**src/rtl/sys_rst_pkg.sv**
```systemverilog
// Shared types for the reset sequencer: FSM states, reset-cause codes
// and the counter-width helper.
package sys_rst_pkg;

    typedef enum logic [1:0] {
        HOLD,
        WAIT_LOCK,
        STRETCH,
        RUN
    } state_t;

    localparam logic [1:0] RC_POR  = 2'b00;
    localparam logic [1:0] RC_BTN  = 2'b01;
    localparam logic [1:0] RC_LOCK = 2'b10;

    function automatic int cnt_w(input int n);
        return (n < 1) ? 1 : $clog2(n + 1);
    endfunction

endpackage

```
**src/rtl/sys_rst_filter.sv**
```systemverilog
// Synchroniser plus stability counter; the output level follows the input
// only after RISE_CYC / FALL_CYC consecutive cycles at the new level.
module sys_rst_filter
    import sys_rst_pkg::*;
#(
    parameter int   SYNC_STAGES = 2,
    parameter int   RISE_CYC    = 4,
    parameter int   FALL_CYC    = 1,
    parameter logic INIT_LVL    = 1'b0
) (
    input  logic clk,
    input  logic rst,
    input  logic din,
    output logic dout
);

    localparam int MAXC = (RISE_CYC > FALL_CYC) ? RISE_CYC : FALL_CYC;
    localparam int W    = cnt_w(MAXC);

    logic [SYNC_STAGES-1:0] sync_q;
    logic [W-1:0]           cnt_q;
    logic [W-1:0]           lim;
    logic                   s;

    assign s   = sync_q[SYNC_STAGES-1];
    assign lim = dout ? W'(FALL_CYC - 1) : W'(RISE_CYC - 1);

    always_ff @(posedge clk or posedge rst) begin
        if (rst) begin
            sync_q <= {SYNC_STAGES{INIT_LVL}};
        end else begin
            sync_q <= {sync_q[SYNC_STAGES-2:0], din};
        end
    end

    always_ff @(posedge clk or posedge rst) begin
        if (rst) begin
            cnt_q <= '0;
            dout  <= INIT_LVL;
        end else if (s == dout) begin
            cnt_q <= '0;
        end else if (cnt_q == lim) begin
            cnt_q <= '0;
            dout  <= s;
        end else begin
            cnt_q <= cnt_q + W'(1);
        end
    end

endmodule

```
**src/rtl/sys_reset_sequencer.sv**
```systemverilog
// Power-on / button / PLL-lock reset sequencer for the core and DDR3 clock.
// Define SYS_RST_HEARTBEAT_EN to blink led0 from a divider while running.
module sys_reset_sequencer
    import sys_rst_pkg::*;
#(
    parameter int SYNC_STAGES     = 2,
    parameter int DEBOUNCE_CYC    = 500000,
    parameter int LOCK_STABLE_CYC = 1024,
    parameter int RST_STRETCH_CYC = 4096,
    parameter int HB_DIV_LOG2     = 24
) (
    input  logic       io_axiClk,
    input  logic       io_asyncReset,
    input  logic       button_n,
    input  logic       pll_lock,
    output logic       core_reset,
    output logic       ddr_clk_en,
    output logic       led0,
    output logic [1:0] rst_cause,
    output logic [7:0] lock_loss_cnt
);

    localparam int          SW   = cnt_w(RST_STRETCH_CYC);
    localparam logic [SW-1:0] LAST = SW'(RST_STRETCH_CYC - 1);

    logic          btn_lvl;
    logic          lock_lvl;
    logic          press;
    logic          lost;
    state_t        state_q, state_d;
    logic [SW-1:0] str_q, str_d;
    logic [1:0]    cause_d;
    logic [7:0]    loss_d;

    sys_rst_filter #(
        .SYNC_STAGES (SYNC_STAGES),
        .RISE_CYC    (DEBOUNCE_CYC),
        .FALL_CYC    (DEBOUNCE_CYC),
        .INIT_LVL    (1'b1)
    ) u_btn_filt (
        .clk  (io_axiClk),
        .rst  (io_asyncReset),
        .din  (button_n),
        .dout (btn_lvl)
    );

    sys_rst_filter #(
        .SYNC_STAGES (SYNC_STAGES),
        .RISE_CYC    (LOCK_STABLE_CYC),
        .FALL_CYC    (1),
        .INIT_LVL    (1'b0)
    ) u_lock_filt (
        .clk  (io_axiClk),
        .rst  (io_asyncReset),
        .din  (pll_lock),
        .dout (lock_lvl)
    );

    always_comb begin
        state_d = state_q;
        str_d   = (state_q == STRETCH) ? str_q : '0;
        cause_d = rst_cause;
        loss_d  = lock_loss_cnt;
        press   = !btn_lvl;
        lost    = !lock_lvl && (state_q == STRETCH || state_q == RUN);
        // Button beats lock loss for the cause, but the loss is still counted
        if (state_q != HOLD && (press || lost)) begin
            state_d = HOLD;
            cause_d = press ? RC_BTN : RC_LOCK;
            if (lost && lock_loss_cnt != 8'hFF) begin
                loss_d = lock_loss_cnt + 8'd1;
            end
        end else begin
            unique case (state_q)
                HOLD:      if (btn_lvl) state_d = WAIT_LOCK;
                WAIT_LOCK: if (lock_lvl) state_d = STRETCH;
                STRETCH: begin
                    if (str_q == LAST) state_d = RUN;
                    else str_d = str_q + SW'(1);
                end
                RUN: ;
            endcase
        end
    end

    always_ff @(posedge io_axiClk or posedge io_asyncReset) begin
        if (io_asyncReset) begin
            state_q       <= HOLD;
            str_q         <= '0;
            rst_cause     <= RC_POR;
            lock_loss_cnt <= '0;
            core_reset    <= 1'b1;
            ddr_clk_en    <= 1'b0;
        end else begin
            state_q       <= state_d;
            str_q         <= str_d;
            rst_cause     <= cause_d;
            lock_loss_cnt <= loss_d;
            core_reset    <= (state_q != RUN);
            ddr_clk_en    <= (state_q == STRETCH) || (state_q == RUN);
        end
    end

`ifdef SYS_RST_HEARTBEAT_EN
    logic [HB_DIV_LOG2-1:0] hb_q;

    always_ff @(posedge io_axiClk or posedge io_asyncReset) begin
        if (io_asyncReset) begin
            hb_q <= '0;
            led0 <= 1'b0;
        end else begin
            hb_q <= (state_q == RUN) ? hb_q + HB_DIV_LOG2'(1) : '0;
            led0 <= (state_q == RUN) && hb_q[HB_DIV_LOG2-1];
        end
    end
`else
    always_ff @(posedge io_axiClk or posedge io_asyncReset) begin
        if (io_asyncReset) begin
            led0 <= 1'b0;
        end else begin
            led0 <= (state_q == RUN) && (HB_DIV_LOG2 > 0);
        end
    end
`endif

endmodule

```
**config.mk**
```make
export PLATFORM = sky130hd
export DESIGN_NAME = sys_reset_sequencer
export DESIGN_NICKNAME = d
export VERILOG_FILES = /design/src/rtl/sys_rst_pkg.sv /design/src/rtl/sys_rst_filter.sv /design/src/rtl/sys_reset_sequencer.sv
export SDC_FILE = /design/constraint.sdc
export NUM_CORES = 1
export LEC_CHECK = 0
export BUFFER_PORTS_ARGS = -buffer_cell sky130_fd_sc_hd__buf_2
export CORE_MARGIN = 5
export CORE_UTILIZATION = 30
export CTS_BUF_LIST = sky130_fd_sc_hd__clkbuf_4 sky130_fd_sc_hd__clkbuf_8
export DETAILED_ROUTE_END_ITERATION = 10
export GPL_TIMING_DRIVEN = 0
export PLACE_DENSITY = 0.59
export SLEW_MARGIN = 30
export SYNTH_ARGS = -nofsm -noshare
export SYNTH_HDL_FRONTEND = slang
export SYNTH_SLANG_ARGS = --single-unit
export TNS_END_PERCENT = 100
```
**constraint.sdc**
```tcl
create_clock -name io_axiClk -period 2.1 [get_ports io_axiClk]
set_input_delay 0.105 -clock io_axiClk [delete_from_list [all_inputs] [get_ports io_axiClk]]
set_output_delay 0.105 -clock io_axiClk [all_outputs]
set_load 0.005 [all_outputs]
```
* Yosys cells after proc, flatten, opt, wreduce, memory -nomap -nowiden
Cells that the tools add are included.
** Storage, ports and cells
- Register bits after elaboration :: 64
- Output and inout bits :: 13
- Logic and storage cells :: 61
** Operators by class
- $add $sub $neg :: 4
- Equal/unequal tests :: 13
- Multiplexer cells :: 15
- Bitwise gates (word level) :: 2
- Reduce and logical (&&, ||, !) cells :: 14
** Operators with widths (count)
- 13-bit two-way mux :: 4
- 19-bit two-way mux :: 2
- 11-bit two-way mux :: 2
- 19-bit by 1-bit adder with 19-bit output (second input constant) :: 1
- 19-bit == test (second input constant) :: 1
- 13-bit by 1-bit adder with 13-bit output (second input constant) :: 1
- 13-bit by 12-bit == test with 1-bit output (second input constant) :: 1
- 11-bit by 1-bit adder with 11-bit output (second input constant) :: 1
- 11-bit == test :: 1
- 10-bit two-way mux :: 1
- 2-bit two-way mux :: 5
- 8-bit by 1-bit adder with 8-bit output (second input constant) :: 1
- 8-bit inequality test (second input constant) :: 1
- 3-bit by 2-bit inequality test with 1-bit output (second input constant) :: 2
- 2-bit case mux with 3 select lines :: 1
- 2-bit AND reduction :: 3
- 2-bit == test (second input constant) :: 2
- 4-bit AND reduction :: 1
- 4-bit nonzero test :: 1
- 1-bit logical AND :: 3
- 3-bit by 1-bit inequality test with 1-bit output (second input constant) :: 1
- 1-bit == test :: 2
- 2-bit by 1-bit == test with 1-bit output (second input constant) :: 1
- 1-bit logical NOT :: 2
- 5 further kinds :: 7

* Depth between registers and ports, before layout
- Depth after elaboration :: 7
- Gate-level depth with buffers :: 8

* Modules after synthesis
Synthesis repeated with hierarchy kept, for this count alone.
** Second synthesis, totals
- Cells, all modules :: 308
- Area, all modules :: 3318.2 sq um
** By module, submodules not included
- sys_reset_sequencer :: times used 1, cells an instance 143, area each 1539.0 sq um, sequential area each 701.9 sq um
- sys_rst_filter (u_btn_filt) :: times used 1, cells an instance 103, area each 1094.8 sq um, sequential area each 554.3 sq um
- sys_rst_filter (u_lock_filt) :: times used 1, cells an instance 62, area each 684.4 sq um, sequential area each 350.3 sq um

* Worst setup path before layout
OpenSTA, ideal clock, no wires.
- Kind :: register -> register
- From :: reg u_btn_filt.cnt_q[0]
- To :: reg u_btn_filt.cnt_q[18]
- Setup time :: 0.078 ns
- Arrival time :: 1.915 ns
- Data required time :: 2.022 ns
- Slack :: 0.108 ns
- Stages on the path, launching flop included :: 6
- Clock period less this slack :: 1.992 ns
- Path through :: dfrtp_1 -> ha_1 -> nand4_1 -> or3_4 -> or4_2 -> a21oi_1
** On the way
- Cells in the longest elaborated chain, start to end :: 3
- Elaborated cells between the ends (all ways) :: 4
- Classes of those cells :: 1 x add/sub; 1 x eq/ne; 2 x mux
** RTL lines
- start: declaration :: RTL line sys_rst_filter.sv:21 : logic [W-1:0] cnt_q;
- start signal: assignment :: RTL line sys_rst_filter.sv:46 : cnt_q <= cnt_q + W'(1);
- 19-bit by 1-bit adder with 19-bit output / 19-bit == test (equally long branches) :: RTL line sys_rst_filter.sv:46, sys_rst_filter.sv:42
- 19-bit two-way mux * :: RTL line sys_rst_filter.sv:42 : end else if (cnt_q == lim) begin
- 19-bit two-way mux * :: RTL line sys_rst_filter.sv:40 : end else if (s == dout) begin
Mark *: on every way between the ends. The rest lies on a longest branch, timed or not.
A chain may end at the register's enable or synchronous reset.

* Final worst setup path
- From :: reg u_btn_filt.cnt_q[2]
- To :: reg u_btn_filt.cnt_q[17]
Same word-level chain as after synthesis.

==> impl_metrics.toml <==
[power_and_ir_drop]
p_clk_share_pct = 48.3
comb_power_share_pct = 3.0
power.switching_w = 0.0005452
pwr_density_cell_nw_per_um2 = 673.5
vdd_drop_max_uv = 498.9
p_seq_share_pct = 48.7
p_leak_nw = 1.589
p_int_w = 0.002041
switching_share_pct = 21.08

[route]
routed_via_density = 4.841
ant_nets = 0
wirelength_um = 6263
wire_per_inst_um = 12.58
drtIter0Drc = 120
vias = 2411
remaining_drc_errors = 0
dr.pass1.iters = 4

[synthesis]
synth_cell_types = 44
ys_seq_elements = 64
async_flop_share_pct = 100.0
synthTopCellsByArea = "dfrtp_1 (47%), xor2_1 (4.1%), xnor2_1 (3.8%)"
synth_edf_count = 0
yosys_warnings = 0
synth.most_common_cell = "dfrtp_1"
synth_top_area_share_pct = 46.95
synth.avg_cell_area_um2 = 9.963
syn_nets = 333
synth_ff_type = "dfrtp_1"
synthCells = 321
yosysTopAreaCell = "dfrtp_1"
ys_top_cells_by_count = "dfrtp_1 (60), nor2_1 (32), nand2_1 (24), nand3_1 (18), a21oi_1 (17)"
ys_seq_area_share_pct = 50.23
netlist_area_um2 = 3198

[sta]
rsz0062_at_grt = "yes"
hold_viol_final = 0
layout_setup_ws_ns = 0.1182
tightest_slew_ns = 0.5997
hold_ws_ns = 0.2461
clock_skew_ns = 0.009031
min_period_ns = 1.982
drv_slew = 0
fin_crit_sh_pct = 94.37
setup_viol = 0
slew_headroom_pct = 59.71
clock.fmax_mhz = 504.6

[worst_setup_path]
start_kind = "flip-flop"
arrival_ns = 2.25
rr_startpoint = "u_btn_filt.cnt_q[2]"
r2r_setup_slack_ns = 0.12
worstSetupEndpointType = "flip-flop"
critical_path.max_fanout = 8
path_common_cell = "or4_1"
cp_cell_sequence = "nand3_2, or4_1, buf_2, or4_1, a21oi_1"
critPathSlowestCell = "or4_1"
critPathRequiredTime_ns = 2.37
startpoint = "u_btn_filt.cnt_q[2]"
critPathMaxStageDelay_ns = 0.52
r2r_cells = 5
crit_type = "flip-flop to flip-flop"
timing.rr.end = "u_btn_filt.cnt_q[17]"

[floorplan]
io_pins = 17
row_count = 37
dieHeight_um = 113.3
dieArea_um2 = 12830
start_util_pct = 30.84
die_w_um = 113.3
core_area_um2 = 10370

[worst_hold_path]
hold_class = "input pin to async pin"

[job]
cap_viol_max_count = 0

[cts]
cts_max_level = 3
clock-sinks = 64
insertion_delay_ns = 0.34
cts_max_path_buffers = 2
clk_pin_slew_ns = 0.07
cts_buffers = 9
cts-root-buf = "clkbuf_8"
cts_tree = "done"

[grt]
grtUsageTotal_pct = 10.68
grt-ovfl-total = 0
grt_pass1_wl_um = 11470
grt_antenna_before_repair = 0
grt_max_degree = 49
grt_pass1_vias = 2485

[layout]
nets = 369
drive_gt1_share_pct = 18.51
diodes = 0
syn2layout_area_growth_pct = 20.07
fin_cells = 498
nFillCells = 1034

[placement]
routabilityCongestion = 0.7983
numPortBuffers = 16
dpl.hpwl_um = 4283
dpl_worst_slack_ns = -0.3343
dp_cells = 474

[status]
status = "completed"
what timing repair did:
item                                    CTS  global route
endpoints found under the hold margin    59             0
hold buffers                              3             0
setup buffers                             1             5
pin swaps                                 2             2
resized for setup                         6             6
cloned                                    0             0
endpoints found under the setup margin   26            28
how the worst max path moves through the flow:
| stage | end | slack (ns) | cells past startpoint |
|---|---|---|---|
| floorplan | u_btn_filt.cnt_q[18] | 0.11 | 5 |
| detailed placement | str_q[11] | -0.33 | 8 |
| global route | state_q[1] | -0.04 | 6 |
| global placement | str_q[10] | -0.41 | 2 |
| finish | u_btn_filt.cnt_q[17] | 0.12 | 5 |
| CTS | str_q[6] | 0.005 | 7 |
worst max-delay path, delay by kind of cell, from the launching register on:
kind / cells / cell delay, ns
flops: 1 / 0.47
buf+inv: 1 / 0.17
simple gates: 3 / 1.12
compound gates: 1 / 0.15
through the flow:
| step | total power (W) | util (%) | instance area (um2) | TNS [ns] |
|---|---|---|---|---|
| finish | 0.002586 | 37.03 | 3840 | 0 |
| CTS | 0.002613 | 36.39 | 3774 | 0 |
| global route | 0.002674 | 37.03 | 3840 | -0.03705 |
| detailed placement | 0.001354 | 33.54 | 3478 | -3.150 |
| floorplan | 0.001327 | - | 3198 | 0 |
| global placement | 0.001346 | 33.25 | 3448 | -26.50 |
logic make-up (layout without fill, tap and decap cells):
group           count (synthesis)  count (layout)  synth area share (%)
compound gates                 43              43                 8.842
mux                             8               8                 2.621
buf+inv                        28              69                 3.404
fa+ha+maj                       8               8                 3.130
simple gates                  141             141                 23.83
xor+xnor                       29              29                 7.942
flops                          64              64                 50.23
cells in the final DEF (no fill, tap or decap), drive strengths merged, types with 3 or more instances in the layout:
cell	netlist	layout
nor4	9	9
o21ai	7	7
o31ai	10	10
dfrtp	60	60
mux2	3	3
and3	5	5
or4	10	10
buf	3	26
nor3	8	8
or3	5	5
and4	5	5
nor2	32	32
dfstp	4	4
clkbuf	10	21
nand3	19	19
xnor2	14	14
ha	8	8
xor2	15	15
nor4b	3	3
nand4	11	11
inv	15	15
nand2b	3	3
mux2i	5	5
a21oi	17	17
dlygate4sd3	0	3
nand2	24	24
sequential cells by signal (all words and copies together), names as in the netlist:
register and cells:
core_reset 1, ddr_clk_en 1, led0 1, lock_loss_cnt 8, rst_cause 2, state_q 2
str_q 13, u_btn_filt.cnt_q 19, u_btn_filt.dout 1, u_btn_filt.sync_q 2, u_lock_filt.cnt_q 11, u_lock_filt.dout 1
u_lock_filt.sync_q 2
per-layer routing:
layer | part of all wire [%] | wire, um | track usage [%] | vias up
li1 | - | - | - | 1223
met1 | 50 | 3118 | 14.26 | 1142
met2 | 46 | 2855 | 16.67 | 36
met3 | 2.6 | 163 | 2.086 | 10
met4 | 2.0 | 125 | 5.048 | 0
met5 | 0 | 0 | 0 | -
power groups by stage:
stage                     clock [W]  sequential [W]  combinational (W)
after floorplan                   0         0.00128          0.0000470
after global placement            0         0.00128          0.0000635
after detailed placement          0         0.00128          0.0000718
after CTS                   0.00128         0.00126          0.0000764
after global routing        0.00132         0.00126          0.0000915
final                       0.00125         0.00126          0.0000771
layout make-up:
class	instances	area (um2)	area share (%)
buffer	12	52.55	1.369
clock buffer	12	165.2	4.301
clock inverter	4	75.07	1.955
inverter	15	58.81	1.531
multi-input combinational	229	1529	39.82
sequential	64	1607	41.84
tap	136	170.2	4.431
timing repair buffer	26	182.7	4.757
(Power assumes the default switching activity.)
